## src/rtl/mac_seq_ctrl_if.sv

```systemverilog
// Handshake and data bundle between the MAC job sequencer, its job/chunk source,
// the MAC datapath and the result consumer.
interface mac_seq_ctrl_if #(
    parameter int DATA_WIDTH  = 8,
    parameter int VECTOR_SIZE = 4,
    parameter int ACC_WIDTH   = 20,
    parameter int SUM_WIDTH   = 24,
    parameter int CW          = 5
);
    localparam int VW = VECTOR_SIZE * DATA_WIDTH;

    logic                 job_valid;
    logic                 job_ready;
    logic [CW-1:0]        job_len;
    logic                 chk_valid;
    logic                 chk_ready;
    logic [VW-1:0]        chk_a;
    logic [VW-1:0]        chk_b;
    logic [VW-1:0]        mac_a;
    logic [VW-1:0]        mac_b;
    logic                 mac_start;
    logic [ACC_WIDTH-1:0] mac_result;
    logic                 mac_done;
    logic                 res_valid;
    logic                 res_ready;
    logic [SUM_WIDTH-1:0] res_data;
    logic                 res_sat;
    logic                 res_err;
    logic                 busy;

    modport slave (
        input  job_valid, job_len, chk_valid, chk_a, chk_b, mac_result, mac_done, res_ready,
        output job_ready, chk_ready, mac_a, mac_b, mac_start, res_valid, res_data,
               res_sat, res_err, busy
    );

    modport master (
        output job_valid, job_len, chk_valid, chk_a, chk_b, mac_result, mac_done, res_ready,
        input  job_ready, chk_ready, mac_a, mac_b, mac_start, res_valid, res_data,
               res_sat, res_err, busy
    );
endinterface

```

## src/rtl/mac_seq_ctrl.sv

```systemverilog
// Sequences a job of N operand chunks through an external MAC, accumulating the
// results with saturation and aborting a chunk that never completes.
module mac_seq_ctrl #(
    parameter int DATA_WIDTH  = 8,
    parameter int VECTOR_SIZE = 4,
    parameter int ACC_WIDTH   = 20,
    parameter int SUM_WIDTH   = 24,
    parameter int MAX_CHUNKS  = 16,
    parameter int TIMEOUT     = 64,
    parameter int CW          = $clog2(MAX_CHUNKS) + 1
) (
    input  logic           clk,
    input  logic           reset,
    mac_seq_ctrl_if.slave  bus
);
    localparam int VW = VECTOR_SIZE * DATA_WIDTH;
    localparam int TW = $clog2(TIMEOUT + 1);

    localparam logic [2:0] S_IDLE  = 3'd0;
    localparam logic [2:0] S_FETCH = 3'd1;
    localparam logic [2:0] S_ISSUE = 3'd2;
    localparam logic [2:0] S_GUARD = 3'd3;
    localparam logic [2:0] S_WAIT  = 3'd4;
    localparam logic [2:0] S_OUT   = 3'd5;

    localparam logic [CW-1:0] MAX_LEN   = CW'(MAX_CHUNKS);
    localparam logic [CW-1:0] ONE_LEFT  = CW'(1);
    localparam logic [TW-1:0] TMO_LAST  = TW'(TIMEOUT - 1);

    logic [2:0]           r_state;
    logic [CW-1:0]        r_count;
    logic [SUM_WIDTH-1:0] r_acc;
    logic                 r_sat;
    logic                 r_err;
    logic [TW-1:0]        r_tmo;
    logic [VW-1:0]        r_mac_a;
    logic [VW-1:0]        r_mac_b;

    logic [CW-1:0]        w_len;
    logic [SUM_WIDTH:0]   w_res_ext;
    logic [SUM_WIDTH:0]   w_sum;

    assign w_len     = (bus.job_len > MAX_LEN) ? MAX_LEN : bus.job_len;
    assign w_res_ext = {{(SUM_WIDTH + 1 - ACC_WIDTH){1'b0}}, bus.mac_result};
    // One guard bit above the accumulator exposes any overflow of the true sum.
    assign w_sum     = {1'b0, r_acc} + w_res_ext;

    always_ff @(posedge clk) begin
        if (reset) begin
            r_state <= S_IDLE;
            r_count <= '0;
            r_acc   <= '0;
            r_sat   <= 1'b0;
            r_err   <= 1'b0;
            r_tmo   <= '0;
            r_mac_a <= '0;
            r_mac_b <= '0;
        end else begin
            case (r_state)
                S_IDLE: begin
                    if (bus.job_valid) begin
                        r_count <= w_len;
                        r_acc   <= '0;
                        r_sat   <= 1'b0;
                        r_err   <= 1'b0;
                        r_state <= (w_len == '0) ? S_OUT : S_FETCH;
                    end
                end
                S_FETCH: begin
                    if (bus.chk_valid) begin
                        r_mac_a <= bus.chk_a;
                        r_mac_b <= bus.chk_b;
                        r_state <= S_ISSUE;
                    end
                end
                S_ISSUE: r_state <= S_GUARD;
                S_GUARD: begin
                    // mac_done may still be high from the previous chunk here.
                    r_tmo   <= '0;
                    r_state <= S_WAIT;
                end
                S_WAIT: begin
                    if (bus.mac_done) begin
                        if (w_sum[SUM_WIDTH]) begin
                            r_acc <= '1;
                            r_sat <= 1'b1;
                        end else begin
                            r_acc <= w_sum[SUM_WIDTH-1:0];
                        end
                        r_count <= r_count - ONE_LEFT;
                        r_state <= (r_count == ONE_LEFT) ? S_OUT : S_FETCH;
                    end else if (r_tmo == TMO_LAST) begin
                        r_err   <= 1'b1;
                        r_state <= S_OUT;
                    end else begin
                        r_tmo <= r_tmo + TW'(1);
                    end
                end
                S_OUT: begin
                    if (bus.res_ready) begin
                        r_state <= S_IDLE;
                    end
                end
                default: r_state <= S_IDLE;
            endcase
        end
    end

    assign bus.job_ready = (r_state == S_IDLE);
    assign bus.chk_ready = (r_state == S_FETCH);
    assign bus.mac_start = (r_state == S_ISSUE);
    assign bus.res_valid = (r_state == S_OUT);
    assign bus.busy      = (r_state != S_IDLE);
    assign bus.res_data  = r_acc;
    assign bus.res_sat   = r_sat;
    assign bus.res_err   = r_err;
    assign bus.mac_a     = r_mac_a;
    assign bus.mac_b     = r_mac_b;
endmodule

```

## src/flat_wrapper.sv

```systemverilog
// flat-port wrapper written by rule: the top's interface ports become plain ports
module mac_seq_ctrl_flat 
#(
    parameter int DATA_WIDTH  = 8,
    parameter int VECTOR_SIZE = 4,
    parameter int ACC_WIDTH   = 20,
    parameter int SUM_WIDTH   = 24,
    parameter int MAX_CHUNKS  = 16,
    parameter int TIMEOUT     = 64,
    parameter int CW          = $clog2(MAX_CHUNKS) + 1
)
  (clk, reset, bus_job_valid, bus_job_len, bus_chk_valid, bus_chk_a, bus_chk_b, bus_mac_result, bus_mac_done, bus_res_ready, bus_job_ready, bus_chk_ready, bus_mac_a, bus_mac_b, bus_mac_start, bus_res_valid, bus_res_data, bus_res_sat, bus_res_err, bus_busy);
  mac_seq_ctrl_if #(.DATA_WIDTH(DATA_WIDTH), .VECTOR_SIZE(VECTOR_SIZE), .ACC_WIDTH(ACC_WIDTH), .SUM_WIDTH(SUM_WIDTH), .CW(CW)) bus_i ();
  input  logic clk;
  input  logic reset;
  input wire logic [$bits(bus_i.job_valid)-1:0] bus_job_valid;
  input wire logic [$bits(bus_i.job_len)-1:0] bus_job_len;
  input wire logic [$bits(bus_i.chk_valid)-1:0] bus_chk_valid;
  input wire logic [$bits(bus_i.chk_a)-1:0] bus_chk_a;
  input wire logic [$bits(bus_i.chk_b)-1:0] bus_chk_b;
  input wire logic [$bits(bus_i.mac_result)-1:0] bus_mac_result;
  input wire logic [$bits(bus_i.mac_done)-1:0] bus_mac_done;
  input wire logic [$bits(bus_i.res_ready)-1:0] bus_res_ready;
  output wire logic [$bits(bus_i.job_ready)-1:0] bus_job_ready;
  output wire logic [$bits(bus_i.chk_ready)-1:0] bus_chk_ready;
  output wire logic [$bits(bus_i.mac_a)-1:0] bus_mac_a;
  output wire logic [$bits(bus_i.mac_b)-1:0] bus_mac_b;
  output wire logic [$bits(bus_i.mac_start)-1:0] bus_mac_start;
  output wire logic [$bits(bus_i.res_valid)-1:0] bus_res_valid;
  output wire logic [$bits(bus_i.res_data)-1:0] bus_res_data;
  output wire logic [$bits(bus_i.res_sat)-1:0] bus_res_sat;
  output wire logic [$bits(bus_i.res_err)-1:0] bus_res_err;
  output wire logic [$bits(bus_i.busy)-1:0] bus_busy;
  assign bus_i.job_valid = bus_job_valid;
  assign bus_i.job_len = bus_job_len;
  assign bus_i.chk_valid = bus_chk_valid;
  assign bus_i.chk_a = bus_chk_a;
  assign bus_i.chk_b = bus_chk_b;
  assign bus_i.mac_result = bus_mac_result;
  assign bus_i.mac_done = bus_mac_done;
  assign bus_i.res_ready = bus_res_ready;
  assign bus_job_ready = bus_i.job_ready;
  assign bus_chk_ready = bus_i.chk_ready;
  assign bus_mac_a = bus_i.mac_a;
  assign bus_mac_b = bus_i.mac_b;
  assign bus_mac_start = bus_i.mac_start;
  assign bus_res_valid = bus_i.res_valid;
  assign bus_res_data = bus_i.res_data;
  assign bus_res_sat = bus_i.res_sat;
  assign bus_res_err = bus_i.res_err;
  assign bus_busy = bus_i.busy;
  mac_seq_ctrl #(.DATA_WIDTH(DATA_WIDTH), .VECTOR_SIZE(VECTOR_SIZE), .ACC_WIDTH(ACC_WIDTH), .SUM_WIDTH(SUM_WIDTH), .MAX_CHUNKS(MAX_CHUNKS), .TIMEOUT(TIMEOUT), .CW(CW)) u_core (.clk(clk), .reset(reset), .bus(bus_i));
endmodule
```

## config.mk

```make
export PLATFORM = sky130hd
export DESIGN_NAME = mac_seq_ctrl_flat
export DESIGN_NICKNAME = d
export VERILOG_FILES = /design/src/rtl/mac_seq_ctrl_if.sv /design/src/rtl/mac_seq_ctrl.sv /design/src/flat_wrapper.sv
export SDC_FILE = /design/constraint.sdc
export NUM_CORES = 1
export LEC_CHECK = 0
export ABC_AREA = 1
export BUFFER_PORTS_ARGS = -buffer_cell sky130_fd_sc_hd__clkbuf_2
export CAP_MARGIN = 20
export CORE_MARGIN = 8
export CORE_UTILIZATION = 40
export DETAILED_ROUTE_END_ITERATION = 8
export GPL_ROUTABILITY_DRIVEN = 0
export PLACE_DENSITY_LB_ADDON = 0.15
export REMOVE_ABC_BUFFERS = 1
export SYNTH_ARGS = -nofsm -noshare
export SYNTH_HDL_FRONTEND = slang
export SYNTH_SLANG_ARGS = --single-unit
```

## constraint.sdc

```tcl
create_clock -name clk -period 6 [get_ports clk]
set_input_delay 0.3 -clock clk [delete_from_list [all_inputs] [get_ports clk]]
set_output_delay 0.3 -clock clk [all_outputs]
set_load 0.01 [all_outputs]
```

==> metrics.cfg <==
[die]
start_util_pct = 40.4
die_w_um = 136
fp.dieH_um = 136
coreArea_sq_um = 14300
die_area_sq_um = 18600
rows = 44
ios = 190

[flow_run]
max-cap-violations = 0

[sta]
finalHoldViolations = 0
maxSlewViolCount = 0
slew_headroom_pct = 27.2
fin_crit_sh_pct = 39.1
rsz0062_at_grt = no
worst_pin_slew_ps = 1090
setup_viol = 0
clock_skew_ps = 10.2
fmax_ghz = 0.426
tns_ps = 0
setup_slack_ps = 3650
fin_crit_ps = 2350

[layout]
nets = 1190
area_growth_pct = 23.4
layout-drive-gt1-share_pct = 22.1
insertedDiodeCount = 0

[synth]
postSynthAreaPerCell_sq_um = 6.43
ys_ff_latch = 105
synthArstFlopShare_pct = 0
syn_inst = 899
synth-edff-count = 0
synth_area_sq_um = 5780
synth_top_area_share_pct = 36.4
synth_top_area_cell = dfxtp_1
yosys_warnings = 0
synth_area_leaders = dfxtp_1, nand2_1, nor2_1, o21ai_0, inv_1
seq_area_frac_synth_pct = 36.4
ys.flop_type = dfxtp_1
synth_cell_type_count = 36

[routing]
wl_per_cell_um = 13.7
met1_length_mm = 7.48
drtAntennaViolNets = 0
wl_met2_mm = 7.84
route.detailed.drc = 0
via_per_inst = 4.76
dr_wl_met3_mm = 1.65
drt-initial-drc-count = 292
via_count = 5993
wirelength_mm = 17.3
drt_pass1_iterations = 5
highest_layer = met4

[critical_path]
startpoint_type = flip-flop
worstReg2RegEnd = u_core.bus.res_data[16]
r2r_start = u_core.bus.res_data[0]
max_stage_delay_ps = 420
worst_setup_path_end_kind = flip-flop
crit_chain = ha_1, fa_1, nand3_1, nand3_1, nand2_1, nand2_1, nand2_1, nand3_4, nand2_4, nand2_1, nor2_1, nor2_1
crit_fanout = 16
crit_start = u_core.bus.res_data[0]
criticalPathCategory = reg -> reg
reg2reg_slack_ps = 3650
cp-endpoint = u_core.bus.res_data[16]
r2r_cells = 12
crit_path_frequent_cell = nand2_1
arrival_ps = 2560
crit_required_ps = 6220
critPathSlowestCell = fa_1

[pwr]
power_mw = 2.44
p_sw_share_pct = 39.8
p_clk_share_pct = 24.2
p_comb_share_pct = 37.1
p_int_mw = 1.47
peakVddDrop_mv = 0.258
power.leakage_nw = 3.89
switchingPower_mw = 0.970
pwr_density_cell_nw_per_um2 = 342
seqPwrFrac_pct = 38.6

[grt]
track_usage_pct = 18.8
antenna_found_initial = 0
grt_overflow = 0
grt_max_degree = 74
grt_pass1_wl_mm = 28.1
grt_pass1_vias = 5876

[clock_tree]
postCtsResizedCells = 0
clk_latency_ps = 350
cts.sinks = 105
numCtsBuffers = 9
root_buffer = clkbuf_16
htree_num_levels = 3
clk_pin_slew_ps = 80
cts_tree = done
clockBufferDepth = 2
hold_buffers = 0
post_cts_buffers = 0

[run_status]
outcome = complete, no violations

[placed_design]
hpwl_mm = 13.2
portBuffers = 189
pre_cts_ws_ps = 3620

[hold_path]
hp-start = bus_chk_a[19]
hp-class = in -> reg

## per-stage QoR
step / hold slack [ps] / utilization [%] / cell area [sq um] / cells
2_1_floorplan: 369 / - / 5630 / 869
3_3_place_gp: 438 / 47.7 / 6830 / 1244
3_5_place_dp: 439 / 47.7 / 6830 / 1244
4_1_cts: 150 / 49.8 / 7130 / 1260
5_1_grt: 164 / 49.8 / 7130 / 1260
6_report: 164 / 49.8 / 7130 / 1260
## critical path, delay by kind of cell, from the launching register on
kind | cells | cell delay [ps]
fa+ha+maj | 2 | 650
flops | 1 | 330
simple gates | 10 | 1220
## cell families (layout without fill, tap and decap cells)
family,Yosys count,count (layout),share of synthesized area [%]
AND/OR/NAND/NOR,492,492,35.4
buffers and inverters,138,315,9.68
AO/OA/AOI/OAI,137,137,12.8
flip-flops,105,105,36.4
adder cells (fa/ha/maj),24,24,5.33
XOR/XNOR,3,3,0.455
## worst min path at each step
stage	endpoint	slack (ps)	cells past startpoint
6_report	u_core.bus.mac_a[19]	160	3
5_1_grt	u_core.bus.mac_a[4]	160	3
4_1_cts	u_core.bus.mac_b[28]	150	3
3_5_place_dp	u_core.r_tmo[6]	440	1
3_3_place_gp	u_core.r_tmo[6]	440	1
2_1_floorplan	u_core.bus.res_data[0]	370	1
## final cells by class
cell class | instances | area [sq um]
Clock buffer | 10 | 239
Clock inverter | 6 | 58.8
Fill cell | 1571 | 7180
Inverter | 108 | 413
Multi-Input combinational cell | 656 | 3130
Sequential cell | 105 | 2100
Tap cell | 184 | 230
Timing Repair Buffer | 191 | 961
## cell usage after synthesis (2+ instances only)
library cell,n
a21boi_1,3
a21oi_1,39
a31oi_1,9
buf_2,3
buf_6,4
clkbuf_1,23
dfxtp_1,105
ha_1,23
inv_1,96
inv_2,8
inv_4,3
nand2_1,223
nand2_2,3
nand2_4,2
nand3_1,43
nand3b_1,6
nand4_1,6
nor2_1,190
nor2_8,2
nor3_1,9
o21ai_0,72
o21ai_1,7
o21ai_2,2
or2_2,4
xor2_1,3
## flip-flops by register name, indices dropped and copies added (netlist names)
signal,count
u_core.bus.res_err,1
u_core.bus.mac_b,32
u_core.bus.res_sat,1
u_core.bus.mac_a,32
u_core.bus.res_data,24
u_core.r_tmo,7
u_core.r_count,5
u_core.r_state,3
## power by group through the flow
stage               clock network, mW  logic (mW)  registers [mW]
floorplan                           0       0.514            1.00
global placement                    0       0.917           0.954
detailed placement                  0       0.919           0.953
CTS                             0.614       0.920           0.942
global route                    0.635        1.02           0.962
finish                          0.591       0.906           0.942
## placed cells by master (no fill, tap or decap), types with 2 or more instances in the layout
| cell type | instances |
|---|---|
| a21oi_1 | 39 |
| clkbuf_2 | 189 |
| xor2_1 | 3 |
| nor2_8 | 2 |
| ha_1 | 23 |
| nand3_1 | 43 |
| nand4_1 | 6 |
| nand2_4 | 2 |
| a21boi_1 | 3 |
| a31oi_1 | 9 |
| inv_1 | 95 |
| nor2_4 | 2 |
| inv_4 | 3 |
| nor2_1 | 189 |
| o21ai_2 | 2 |
| inv_6 | 2 |
| nand3b_1 | 6 |
| o21ai_1 | 7 |
| clkbuf_16 | 9 |
| inv_2 | 9 |
| nand2_2 | 3 |
| buf_4 | 2 |
| nand2_1 | 223 |
| dfxtp_1 | 105 |
| o21ai_0 | 72 |
| nor3_1 | 9 |
| or2_2 | 4 |
## per-layer routing
| metal | GRT usage (%) | vias to the layer above |
|---|---|---|
| met2 | 29.9 | 164 |
| met4 | 6.35 | 0 |
| met1 | 22.1 | 2626 |
| met5 | 0 | - |
| li1 | - | 3185 |
| met3 | 8.24 | 18 |
Note: power is estimated with default switching activity, not from simulation.
